**src/rtl/flash_arb_pkg.sv**
```systemverilog
// Shared types and constants for the on-chip flash read arbiter.
// Optional read timeout is enabled with macro FLASH_ARB_TIMEOUT_EN.
package flash_arb_pkg;

    typedef enum logic [1:0] {
        S_IDLE      = 2'd0,
        S_ISSUE     = 2'd1,
        S_WAIT_DATA = 2'd2
    } state_e;

    localparam int unsigned DEF_ADDR_WIDTH     = 13;
    localparam int unsigned DEF_TIMEOUT_CYCLES = 255;
    localparam logic [31:0] TIMEOUT_DATA       = 32'hFFFF_FFFF;

    function automatic int unsigned idx_width(input int unsigned n);
        return (n > 1) ? $clog2(n) : 1;
    endfunction

endpackage

```
**src/rtl/flash_arb_rr_pick.sv**
```systemverilog
// Combinational round-robin picker: searches upward from last_grant+1 modulo NUM_REQ.
module flash_arb_rr_pick
    import flash_arb_pkg::*;
#(
    parameter int unsigned NUM_REQ = 2,
    parameter int unsigned IDX_W   = idx_width(NUM_REQ)
) (
    input  logic [NUM_REQ-1:0] req,
    input  logic [IDX_W-1:0]   last_grant,
    output logic [NUM_REQ-1:0] winner,
    output logic [IDX_W-1:0]   winner_idx
);

    logic found;

    always_comb begin
        winner     = '0;
        winner_idx = '0;
        found      = 1'b0;
        for (int k = 1; k <= int'(NUM_REQ); k++) begin
            if (!found && req[(int'(last_grant) + k) % int'(NUM_REQ)]) begin
                found = 1'b1;
                winner[(int'(last_grant) + k) % int'(NUM_REQ)] = 1'b1;
                winner_idx = IDX_W'((int'(last_grant) + k) % int'(NUM_REQ));
            end
        end
    end

endmodule

```
**src/rtl/flash_access_arbiter.sv**
```systemverilog
// Round-robin arbiter sharing one Avalon-MM flash read port among NUM_REQ requesters.
// Define FLASH_ARB_TIMEOUT_EN to add a read-data timeout that completes with rsp_err=1.
module flash_access_arbiter
    import flash_arb_pkg::*;
#(
    parameter int unsigned NUM_REQ        = 2,
    parameter int unsigned ADDR_WIDTH     = DEF_ADDR_WIDTH,
    parameter int unsigned TIMEOUT_CYCLES = DEF_TIMEOUT_CYCLES
) (
    input  logic                          clk,
    input  logic                          reset_n,
    input  logic [NUM_REQ-1:0]            req_valid,
    input  logic [NUM_REQ*ADDR_WIDTH-1:0] req_addr,
    output logic [NUM_REQ-1:0]            grant,
    output logic [NUM_REQ-1:0]            rsp_valid,
    output logic [31:0]                   rsp_data,
    output logic                          rsp_err,
    output logic                          busy,
    output logic [ADDR_WIDTH-1:0]         avmm_data_addr,
    output logic                          avmm_data_read,
    output logic [1:0]                    avmm_data_burstcount,
    input  logic [31:0]                   avmm_data_readdata,
    input  logic                          avmm_data_readdatavalid,
    input  logic                          avmm_data_waitrequest
);

    localparam int unsigned IDX_W = idx_width(NUM_REQ);

    state_e                  state_q, state_d;
    logic [NUM_REQ-1:0]      grant_q, grant_d;
    logic [IDX_W-1:0]        idx_q, idx_d;
    logic [IDX_W-1:0]        last_q, last_d;
    logic [ADDR_WIDTH-1:0]   addr_q, addr_d;
    logic [NUM_REQ-1:0]      rsp_valid_q, rsp_valid_d;
    logic [31:0]             rsp_data_q, rsp_data_d;
    logic [NUM_REQ-1:0]      win_oh;
    logic [IDX_W-1:0]        win_idx;

`ifdef FLASH_ARB_TIMEOUT_EN
    localparam int unsigned CNT_W = $clog2(TIMEOUT_CYCLES + 1);
    logic [CNT_W-1:0] cnt_q, cnt_d;
    logic             rsp_err_q, rsp_err_d;
`endif

    flash_arb_rr_pick #(
        .NUM_REQ (NUM_REQ),
        .IDX_W   (IDX_W)
    ) u_rr_pick (
        .req        (req_valid),
        .last_grant (last_q),
        .winner     (win_oh),
        .winner_idx (win_idx)
    );

    always_comb begin
        state_d     = state_q;
        grant_d     = grant_q;
        idx_d       = idx_q;
        last_d      = last_q;
        addr_d      = addr_q;
        rsp_valid_d = '0;
        rsp_data_d  = rsp_data_q;
`ifdef FLASH_ARB_TIMEOUT_EN
        cnt_d       = cnt_q;
        rsp_err_d   = rsp_err_q;
`endif
        unique case (state_q)
            S_IDLE: begin
                if (|req_valid) begin
                    grant_d = win_oh;
                    idx_d   = win_idx;
                    addr_d  = req_addr[int'(win_idx)*ADDR_WIDTH +: ADDR_WIDTH];
                    state_d = S_ISSUE;
                end
            end
            S_ISSUE: begin
                if (!avmm_data_waitrequest) begin
                    state_d = S_WAIT_DATA;
`ifdef FLASH_ARB_TIMEOUT_EN
                    cnt_d   = '0;
`endif
                end
            end
            S_WAIT_DATA: begin
                // Valid data takes priority over a coincident timeout.
                if (avmm_data_readdatavalid) begin
                    rsp_data_d  = avmm_data_readdata;
                    rsp_valid_d = grant_q;
                    grant_d     = '0;
                    last_d      = idx_q;
                    state_d     = S_IDLE;
`ifdef FLASH_ARB_TIMEOUT_EN
                    rsp_err_d   = 1'b0;
                end else if (cnt_q == CNT_W'(TIMEOUT_CYCLES - 1)) begin
                    rsp_data_d  = TIMEOUT_DATA;
                    rsp_valid_d = grant_q;
                    rsp_err_d   = 1'b1;
                    grant_d     = '0;
                    last_d      = idx_q;
                    state_d     = S_IDLE;
                end else begin
                    cnt_d = cnt_q + 1'b1;
`endif
                end
            end
            default: state_d = S_IDLE;
        endcase
    end

    always_ff @(posedge clk or negedge reset_n) begin
        if (!reset_n) begin
            state_q     <= S_IDLE;
            grant_q     <= '0;
            idx_q       <= '0;
            last_q      <= IDX_W'(NUM_REQ - 1);
            addr_q      <= '0;
            rsp_valid_q <= '0;
            rsp_data_q  <= '0;
`ifdef FLASH_ARB_TIMEOUT_EN
            cnt_q       <= '0;
            rsp_err_q   <= 1'b0;
`endif
        end else begin
            state_q     <= state_d;
            grant_q     <= grant_d;
            idx_q       <= idx_d;
            last_q      <= last_d;
            addr_q      <= addr_d;
            rsp_valid_q <= rsp_valid_d;
            rsp_data_q  <= rsp_data_d;
`ifdef FLASH_ARB_TIMEOUT_EN
            cnt_q       <= cnt_d;
            rsp_err_q   <= rsp_err_d;
`endif
        end
    end

    assign grant                = grant_q;
    assign rsp_valid            = rsp_valid_q;
    assign rsp_data             = rsp_data_q;
    assign busy                 = (state_q != S_IDLE);
    assign avmm_data_read       = (state_q == S_ISSUE);
    assign avmm_data_addr       = addr_q;
    assign avmm_data_burstcount = 2'h1;
`ifdef FLASH_ARB_TIMEOUT_EN
    assign rsp_err              = rsp_err_q;
`else
    assign rsp_err              = 1'b0;
`endif

endmodule
```
**config.mk**
```make
export PLATFORM = sky130hd
export DESIGN_NAME = flash_access_arbiter
export DESIGN_NICKNAME = d
export VERILOG_FILES = /design/src/rtl/flash_arb_pkg.sv /design/src/rtl/flash_arb_rr_pick.sv /design/src/rtl/flash_access_arbiter.sv
export SDC_FILE = /design/constraint.sdc
export NUM_CORES = 1
export LEC_CHECK = 0
export CORE_ASPECT_RATIO = 0.6
export CORE_UTILIZATION = 42
export DETAILED_ROUTE_END_ITERATION = 6
export GPL_TIMING_DRIVEN = 0
export PLACE_DENSITY_LB_ADDON = 0.25
export SETUP_SLACK_MARGIN = 0.5
export SYNTH_ARGS = -nofsm -noshare
export SYNTH_HDL_FRONTEND = slang
export SYNTH_HIERARCHICAL = 1
export SYNTH_SLANG_ARGS = --single-unit
export TNS_END_PERCENT = 1
```
**constraint.sdc**
```tcl
create_clock -name clk -period 2.1 [get_ports clk]
set_input_delay 0.315 -clock clk [delete_from_list [all_inputs] [get_ports clk]]
set_output_delay 0.315 -clock clk [all_outputs]
set_load 0.01 [all_outputs]
```
==> results_dict.tcl, run 1 <==
set metrics [dict create \
    cts_htree_levels 2 \
    placed_cell_area_um2 3500 \
    crit_path_max_fanout 10 \
    p_total_uw 4640 \
    yosysTopAreaCell "dfrtp_1" \
    diodes 0 \
    tightest_slew_ns 0.535 \
    cts-root-buf "clkbuf_8" \
    row_count 20 \
    yosysUniqueCellTypes 25 \
    drive_gt1_share_pct 12.5 \
    cap_violations 0 \
    setup-violations-final 0 \
    fin_area_um2 3660 \
    finalClockSkew_ns 0.00389 \
    yosysWarningCount 6 \
    avgSynthCellArea_um2 9.77 \
    outcome "finished clean" \
    final_util_pct 71.7 \
    setup.worst_path.class "in -> reg" \
    fillCellCount 414 \
    dp.cells 413 \
    finalHoldViolCount 0 \
    die_h_um 58.8 \
    grt_util_all_layers_pct 20.9 \
    numCtsBuffers 5 \
    io_pins 118 \
    remaining_drc_errors 0 \
    ir_drop_uv 787 \
    routabilityCongestion 0.689 \
    clk_path_buf_depth 2 \
    overflow 0 \
    grt_pass1_vias 1940 \
    clk_latency_ns 0.30 \
    finalCritPeriodShare_pct 75.7 \
    antenna_found_initial 0 \
    required_ns 2.29 \
    hp-class "reg -> reg" \
    wirelength_mm 5.69 \
    p_leak_uw 0.00173 \
    synth_commonest_cells "99 x nand2_1, 52 x dfrtp_1, 17 x a21oi_1, 13 x mux2i_1, 10 x a21oi_2" \
    first_pass_iters 4 \
    vias_per_cell 4.73 \
    synthFlopType "dfrtp_1" \
    rsz0062_at_grt "true" \
    wl_per_cell_um 13.3 \
    yosysSeqAreaShare_pct 58.8 \
    syn_area_um2 2260 \
    async_flop_share_pct 100 \
    period_minus_slack_ns 1.59 \
    areaGrowthSynthToFinish_pct 62.1 \
    synth_top_area_share_pct 57.6 \
    end_kind "register" \
    cp.arrival_ns 1.78 \
    drv_slew 0 \
    ys_ff_latch 53 \
    fin_cells 427 \
    synthCells 231 \
    power_density_nw_per_um2 1270 \
    cts.clk_slew.worst_paths_ns 0.09 \
    grt_max_degree 32 \
    grt_pass1_wl_mm 9.26 \
    core_region_area_um2 5100 \
    drt_iter0_markers 75 \
    critPathLaunchType "primary input" \
    ys_top_cells_by_area "dfrtp_1 58%, nand2_1 16%, mux2i_1 5.8%, a21oi_2 3.9%, a21oi_1 3.8%" \
    port_buffers 114 \
    nNetsFinal 424 \
    ant_nets 0 \
    max_freq_ghz 0.629 \
    r2r_slack_ns 0.63 \
    dieWidth_um 96.6 \
    hpwl_mm 4.25 \
    yosysMostFrequentCell "nand2_1" \
    cts_sinks 53 \
    relSlewSlack_pct 64.4 \
    vias 2020 \
    initial_utilization_pct 44.2 \
    synth-edff-count 0 \
    dieArea_um2 5680 \
    cts_tree "built" \
]
[worst max-delay path: stages]
cell and delay, ns:
clkdlybuf4s50_1 0.50, a21boi_1 0.19, buf_4 0.18, buf_4 0.22, mux2i_1 0.27, a21oi_2 0.08
[report_power, final]
part,switching [µW],internal (µW),leakage (µW),total [µW]
clock network,323,232,0.0000450,555
logic,1020,1320,0.00104,2340
registers,262,1480,0.000646,1740
total,1610,3030,0.00173,4640
[cells in the final DEF (no fill, tap or decap)]
cell type,count
clkdlybuf4s15_1,1
buf_6,3
clkinv_2,2
buf_12,1
clkbuf_8,5
buf_4,10
clkbuf_1,5
clkdlybuf4s50_1,111
and2_1,2
mux2i_2,1
nor2b_4,1
dfrtp_2,1
mux2i_1,12
nor2_4,1
a22o_1,3
a21oi_1,17
and3b_1,1
nand3b_1,1
or2_1,1
buf_8,1
nand2_1,99
buf_2,5
clkbuf_2,1
inv_1,3
a21o_1,1
nor2_1,1
a21oi_2,10
mux2_4,1
a21boi_1,2
dfstp_2,1
dfrtp_1,51
and2_4,1
a21boi_0,1
conb_1,3
dlygate4sd3_1,1
[flip-flops by register name, indices dropped and copies added, names as in the netlist]
register        cells
rsp_valid           2
avmm_data_addr     13
rsp_data           32
idx_q               1
grant               2
last_q              1
state_q             2
[routing by layer]
layer | up-vias | track usage (%) | wire (µm)
li1 | 985 | - | -
met1 | 980 | 27.8 | 2670
met2 | 53 | 35.1 | 2720
met3 | 2 | 5.34 | 282
met4 | 0 | 4.90 | 18
met5 | - | 0 | 0
[path summary, 6_finish.rpt]
path	cells after the start	to	startpoint
setup / recovery	6	avmm_data_addr[12]	req_valid[1]
hold / removal	2	rsp_data[20]	rsp_data[20]
setup reg to reg	5	rsp_data[5]	state_q[1]
hold reg to reg	2	rsp_data[20]	rsp_data[20]
max in group asynchronous	3	state_q[1]	reset_n
min in group asynchronous	2	rsp_data[22]	reset_n
[final cells by class]
cell class	instances	area, µm²	area share, %
tap	66	82.6	2.26
timing repair buffer	121	1200	32.8
clock inverter	2	10.0	0.274
clock buffer	6	72.6	1.98
inverter	3	11.3	0.308
sequential	53	1330	36.3
multi-input combinational	159	833	22.8
buffer	17	121	3.32
[kinds of logic after synthesis]
family,share of synthesized area (%)
other,0.333
multiplexers,6.43
AO/OA/AOI/OAI,10.1
flip-flops,58.8
AND/OR/NAND/NOR,19.1
buffers and inverters,5.16
[stage by stage]
step                      hold slack (ns)  setup TNS, ns  setup WS (ns)
after floorplan                    0.0194              0          0.741
after global placement              0.450         -46.66         -0.894
after detailed placement            0.323              0         0.0296
after CTS                           0.484              0          0.349
after global routing                0.497              0          0.472
final                               0.481              0          0.510
[repair_timing]
action,4_1_cts,5_1_grt
hold buffers,1,0
setup endpoints to repair,11,18
resized for setup,9,9
hold endpoints to repair,21,0
cloned,0,0
setup buffers,3,2
pin swaps,1,1
Power figures use the tool's default switching activity.
==> run 2, diff against run 1 <==
--- a/config.mk
+++ b/config.mk
@@ -6,7 +6,7 @@
 export NUM_CORES = 1
 export LEC_CHECK = 0
 export CORE_ASPECT_RATIO = 0.6
-export CORE_UTILIZATION = 42
+export CORE_UTILIZATION = 39
 export DETAILED_ROUTE_END_ITERATION = 6
 export GPL_TIMING_DRIVEN = 0
 export PLACE_DENSITY_LB_ADDON = 0.25
==> constraint.sdc (replaced) <==
create_clock -name clk -period 1.5 [get_ports clk]
set_input_delay 0.225 -clock clk [delete_from_list [all_inputs] [get_ports clk]]
set_output_delay 0.225 -clock clk [all_outputs]
set_load 0.01 [all_outputs]
==> results_dict.tcl, run 2 (synthesis results as in run 1) <==
set metrics [dict create \
    outcome "complete, but fails checks" \
    violations "negative hold slack" \
    cts-root-buf "clkbuf_8" \
    final_common_cell "nand2_1" \
    finalCritPeriodShare_pct 96.1 \
    cts.clk_slew.worst_paths_ns 0.10 \
    setup-violations-final 0 \
    vias 1990 \
    critPathLaunchType "register" \
    grt_max_degree 30 \
    period_minus_slack_ns 1.44 \
    rsz0062_at_grt "true" \
    setup.worst_path.class "reg -> reg" \
    final.setup.tns_ns 0 \
    fin_cells 439 \
    layout_common_cells "68 x nand2_1, 60 x clkdlybuf4s50_1, 51 x dfrtp_1" \
    dp.cells 427 \
    clk_latency_ns 0.30 \
    dieArea_um2 6110 \
    p_leak_uw 0.00182 \
    areaGrowthSynthToFinish_pct 63.0 \
    finalClockSkew_ns 0.00728 \
    cp.arrival_ns 1.63 \
    initial_utilization_pct 40.5 \
    ir_drop_uv 789 \
    fillCellCount 464 \
    io_pins 118 \
    dieWidth_um 100 \
    diodes 0 \
    p_total_uw 6460 \
    clk_path_buf_depth 2 \
    wirelength_mm 5.83 \
    required_ns 1.69 \
    drv_slew 0 \
    end_kind "register" \
    cap_violations 0 \
    die_h_um 60.9 \
    finalHoldViolCount 24 \
    overflow 0 \
    grt_util_all_layers_pct 19.4 \
    grt_pass1_vias 1915 \
    core_region_area_um2 5570 \
    vias_per_cell 4.53 \
    port_buffers 114 \
    max_freq_ghz 0.694 \
    remaining_drc_errors 0 \
    cts_tree "built" \
    grt_pass1_wl_mm 8.99 \
    relSlewSlack_pct 61.7 \
    power_density_nw_per_um2 1760 \
    wl_per_cell_um 13.3 \
    first_pass_iters 4 \
    cts_htree_levels 2 \
    numCtsBuffers 5 \
    ant_nets 0 \
    tightest_slew_ns 0.575 \
    antenna_found_initial 0 \
    hpwl_mm 4.17 \
    crit_path_max_fanout 8 \
    row_count 21 \
    routabilityCongestion 0.695 \
    final_util_pct 66.0 \
    nNetsFinal 422 \
    drt_iter0_markers 35 \
    cts_sinks 53 \
    drive_gt1_share_pct 38.2 \
    largest_register_ffs 32 \
    hold-worst-slack_ns -0.0963 \
    hp-class "in -> async" \
]
run 2: power breakdown:
group | total [µW] | switching [µW] | internal [µW]
logic | 3080 | 1510 | 1560
clock network | 879 | 461 | 418
registers | 2500 | 425 | 2080
total | 6460 | 2400 | 4060
run 2: layer usage:
layer	up-vias	global-route usage [%]	share of wire (%)
met3	5	7.37	7.9
met5	-	0	0
li1	987	-	-
met2	58	31.8	45
met4	0	4.35	0.62
met1	940	25.0	46
run 2: stage by stage:
step           area, µm²  setup slack (ns)  hold WS [ns]
2_1_floorplan       2280             0.260       -0.0706
3_3_place_gp        3520             -1.43         0.447
3_5_place_dp        3530            -0.310         0.262
4_1_cts             3670            0.0541       -0.0743
5_1_grt             3680           -0.0103       -0.0602
6_report            3680            0.0589       -0.0963
run 2: area by class of cell:
cell class	instances	area [µm²]	area share, %
Sequential cell	53	1330	36.1
Timing Repair Buffer	119	1010	27.3
Multi-Input combinational cell	159	953	25.9
Clock buffer	7	96.3	2.62
Tap cell	80	100	2.72
Inverter	3	11.3	0.306
Buffer	17	178	4.83
Clock inverter	1	5.00	0.136
run 2: repair_timing:
action / 4_1_cts / 5_1_grt
pin swaps: 1 / 59
resized for setup: 29 / 234
hold endpoints to repair: 24 / 24
setup buffers: 4 / 0
endpoints found under the setup margin: 103 / 104
gates cloned: 0 / 0
run 2: worst max-delay path, cell delays in order, from the launching register on:
cell	delay [ns]
dfrtp_1	0.40
buf_6	0.13
nor2_4	0.10
buf_6	0.13
and2_4	0.14
buf_8	0.13
mux2_4	0.30
run 2: final timing paths:
| check | startpoint | to | cells past startpoint | slack, ns |
|---|---|---|---|---|
| max | state_q[0] | idx_q | 6 | 0.06 |
| min | reset_n | avmm_data_addr[7] | 1 | -0.1 |
| max reg2reg | state_q[0] | idx_q | 6 | 0.06 |
| min reg2reg | rsp_data[18] | rsp_data[18] | 2 | 0.48 |
| max in group asynchronous | reset_n | last_q | 2 | 0.97 |
| min in group clk | req_valid[1] | grant[0] | 3 | 0.38 |
==> run 3, diff against run 2 <==
--- a/config.mk
+++ b/config.mk
@@ -5,8 +5,10 @@
 export SDC_FILE = /design/constraint.sdc
 export NUM_CORES = 1
 export LEC_CHECK = 0
+export CELL_PAD_IN_SITES_DETAIL_PLACEMENT = 1
+export CELL_PAD_IN_SITES_GLOBAL_PLACEMENT = 2
 export CORE_ASPECT_RATIO = 0.6
-export CORE_UTILIZATION = 39
+export CORE_UTILIZATION = 22
 export DETAILED_ROUTE_END_ITERATION = 6
 export GPL_TIMING_DRIVEN = 0
 export PLACE_DENSITY_LB_ADDON = 0.25
==> results_dict.tcl, run 3 (synthesis results as in run 1) <==
set metrics [dict create \
    outcome "complete, but fails checks" \
    violations "negative hold slack" \
    power_density_nw_per_um2 1790 \
    grt_max_degree 32 \
    remaining_drc_errors 0 \
    hp-class "in -> async" \
    port_buffers 114 \
    dieArea_um2 10700 \
    required_ns 1.73 \
    numCtsBuffers 5 \
    finalClockSkew_ns 0.00257 \
    tightest_slew_ns 0.569 \
    cts_sinks 53 \
    core_region_area_um2 9910 \
    clk_latency_ns 0.29 \
    clk_path_buf_depth 2 \
    setup-violations-final 0 \
    finalCritPeriodShare_pct 92.2 \
    first_pass_iters 4 \
    cts.clk_slew.worst_paths_ns 0.07 \
    critPathLaunchType "register" \
    grt_pass1_vias 2168 \
    nNetsFinal 430 \
    cap_violations 0 \
    cts_htree_levels 2 \
    diodes 0 \
    final_common_cell "nand2_1" \
    relSlewSlack_pct 62.1 \
    end_kind "register" \
    dp.cells 482 \
    ant_nets 0 \
    fin_area_um2 3910 \
    areaGrowthSynthToFinish_pct 73.3 \
    hold-worst-slack_ns -0.0855 \
    ir_drop_uv 558 \
    cts-root-buf "clkbuf_16" \
    layout_common_cells "99 x nand2_1, 60 x clkdlybuf4s50_1, 50 x dfrtp_1" \
    final_util_pct 39.5 \
    drv_slew 0 \
    setup.worst_path.class "reg -> reg" \
    rsz0062_at_grt "true" \
    grt_pass1_wl_mm 11.6 \
    antenna_found_initial 0 \
    hpwl_mm 5.24 \
    cp.arrival_ns 1.62 \
    drive_gt1_share_pct 17.2 \
    row_count 28 \
    period_minus_slack_ns 1.38 \
    vias_per_cell 4.07 \
    grt_util_all_layers_pct 14.4 \
    initial_utilization_pct 22.8 \
    overflow 0 \
    routabilityCongestion 0.696 \
    drt_iter0_markers 55 \
    wirelength_mm 7.25 \
    largest_register_ffs 32 \
    wl_per_cell_um 14.4 \
    dieWidth_um 133 \
    vias 2043 \
    cts_tree "built" \
    max_freq_ghz 0.723 \
    finalHoldViolCount 22 \
    placed_cell_area_um2 3600 \
    p_leak_uw 0.00196 \
    fin_cells 502 \
    io_pins 118 \
    crit_path_max_fanout 9 \
    die_h_um 80.5 \
    p_total_uw 6980 \
    worstRegToRegCells 5 \
]
[run 3: cell count changes in the layout (fill, tap and decap cells not counted), moves of 2 or more]
cell / before / now
and2_1: 0 / 2
and2_4: 3 / 1
buf_2: 42 / 1
buf_4: 8 / 17
buf_6: 19 / 7
buf_8: 1 / 3
clkbuf_16: 0 / 5
clkbuf_4: 0 / 3
clkbuf_8: 8 / 0
dlygate4sd2_1: 0 / 47
dlymetal6s2s_1: 2 / 4
nand2_1: 68 / 99
nand2_2: 30 / 0
[run 3: layer usage]
| metal | up-vias | track usage (%) | share of wire, % |
|---|---|---|---|
| met5 | - | 0 | 0 |
| met4 | 0 | 4.14 | 0.94 |
| met3 | 5 | 5.68 | 7.8 |
| met2 | 61 | 21.3 | 42 |
| met1 | 978 | 19.2 | 49 |
| li1 | 999 | - | - |
[run 3: final timing paths]
check	from	to	slack (ns)
worst max register to register	state_q[1]	grant[1]	0.12
worst min register to register	rsp_data[0]	rsp_data[0]	0.47
min in group clk	avmm_data_readdata[18]	rsp_data[18]	0.45
max in group asynchronous	reset_n	last_q	0.94
worst max-delay path	state_q[1]	grant[1]	0.12
worst min-delay path	reset_n	avmm_data_addr[4]	-0.09
[run 3: area by class of cell]
class                           instances  area, µm²
Timing Repair Buffer                  127       1200
Tap cell                              135        169
Buffer                                 17        161
Inverter                                3       11.3
Multi-Input combinational cell        159        866
Sequential cell                        53       1330
Clock buffer                            5        125
Clock inverter                          3       46.3
Fill cell                            1137       6000
[run 3: power by group]
group / switching, µW / total [µW] / internal (µW)
Sequential: 348 / 2430 / 2080
Clock: 557 / 1350 / 791
Combinational: 1560 / 3210 / 1650
[run 3: through the flow]
step / setup WS, ns / TNS, ns
finish: 0.117 / 0
floorplan: 0.260 / 0
CTS: 0.0906 / 0
global placement: -1.58 / -91.66
detailed placement: -0.350 / -10.07
global route: 0.0809 / 0
[run 3: repair_timing]
| item | CTS | global route |
|---|---|---|
| hold endpoints to repair | 22 | 22 |
| gates resized for setup | 72 | 24 |
| pin swaps | 1 | 1 |
| buffers inserted | 4 | 8 |
| setup endpoints to repair | 103 | 103 |
[run 3: critical path, cell delays in order, from the launching register on]
cell and delay, ns:
dfrtp_2 0.44, buf_4 0.14, and3b_1 0.17, buf_4 0.18, a21oi_1 0.22, a22o_1 0.17
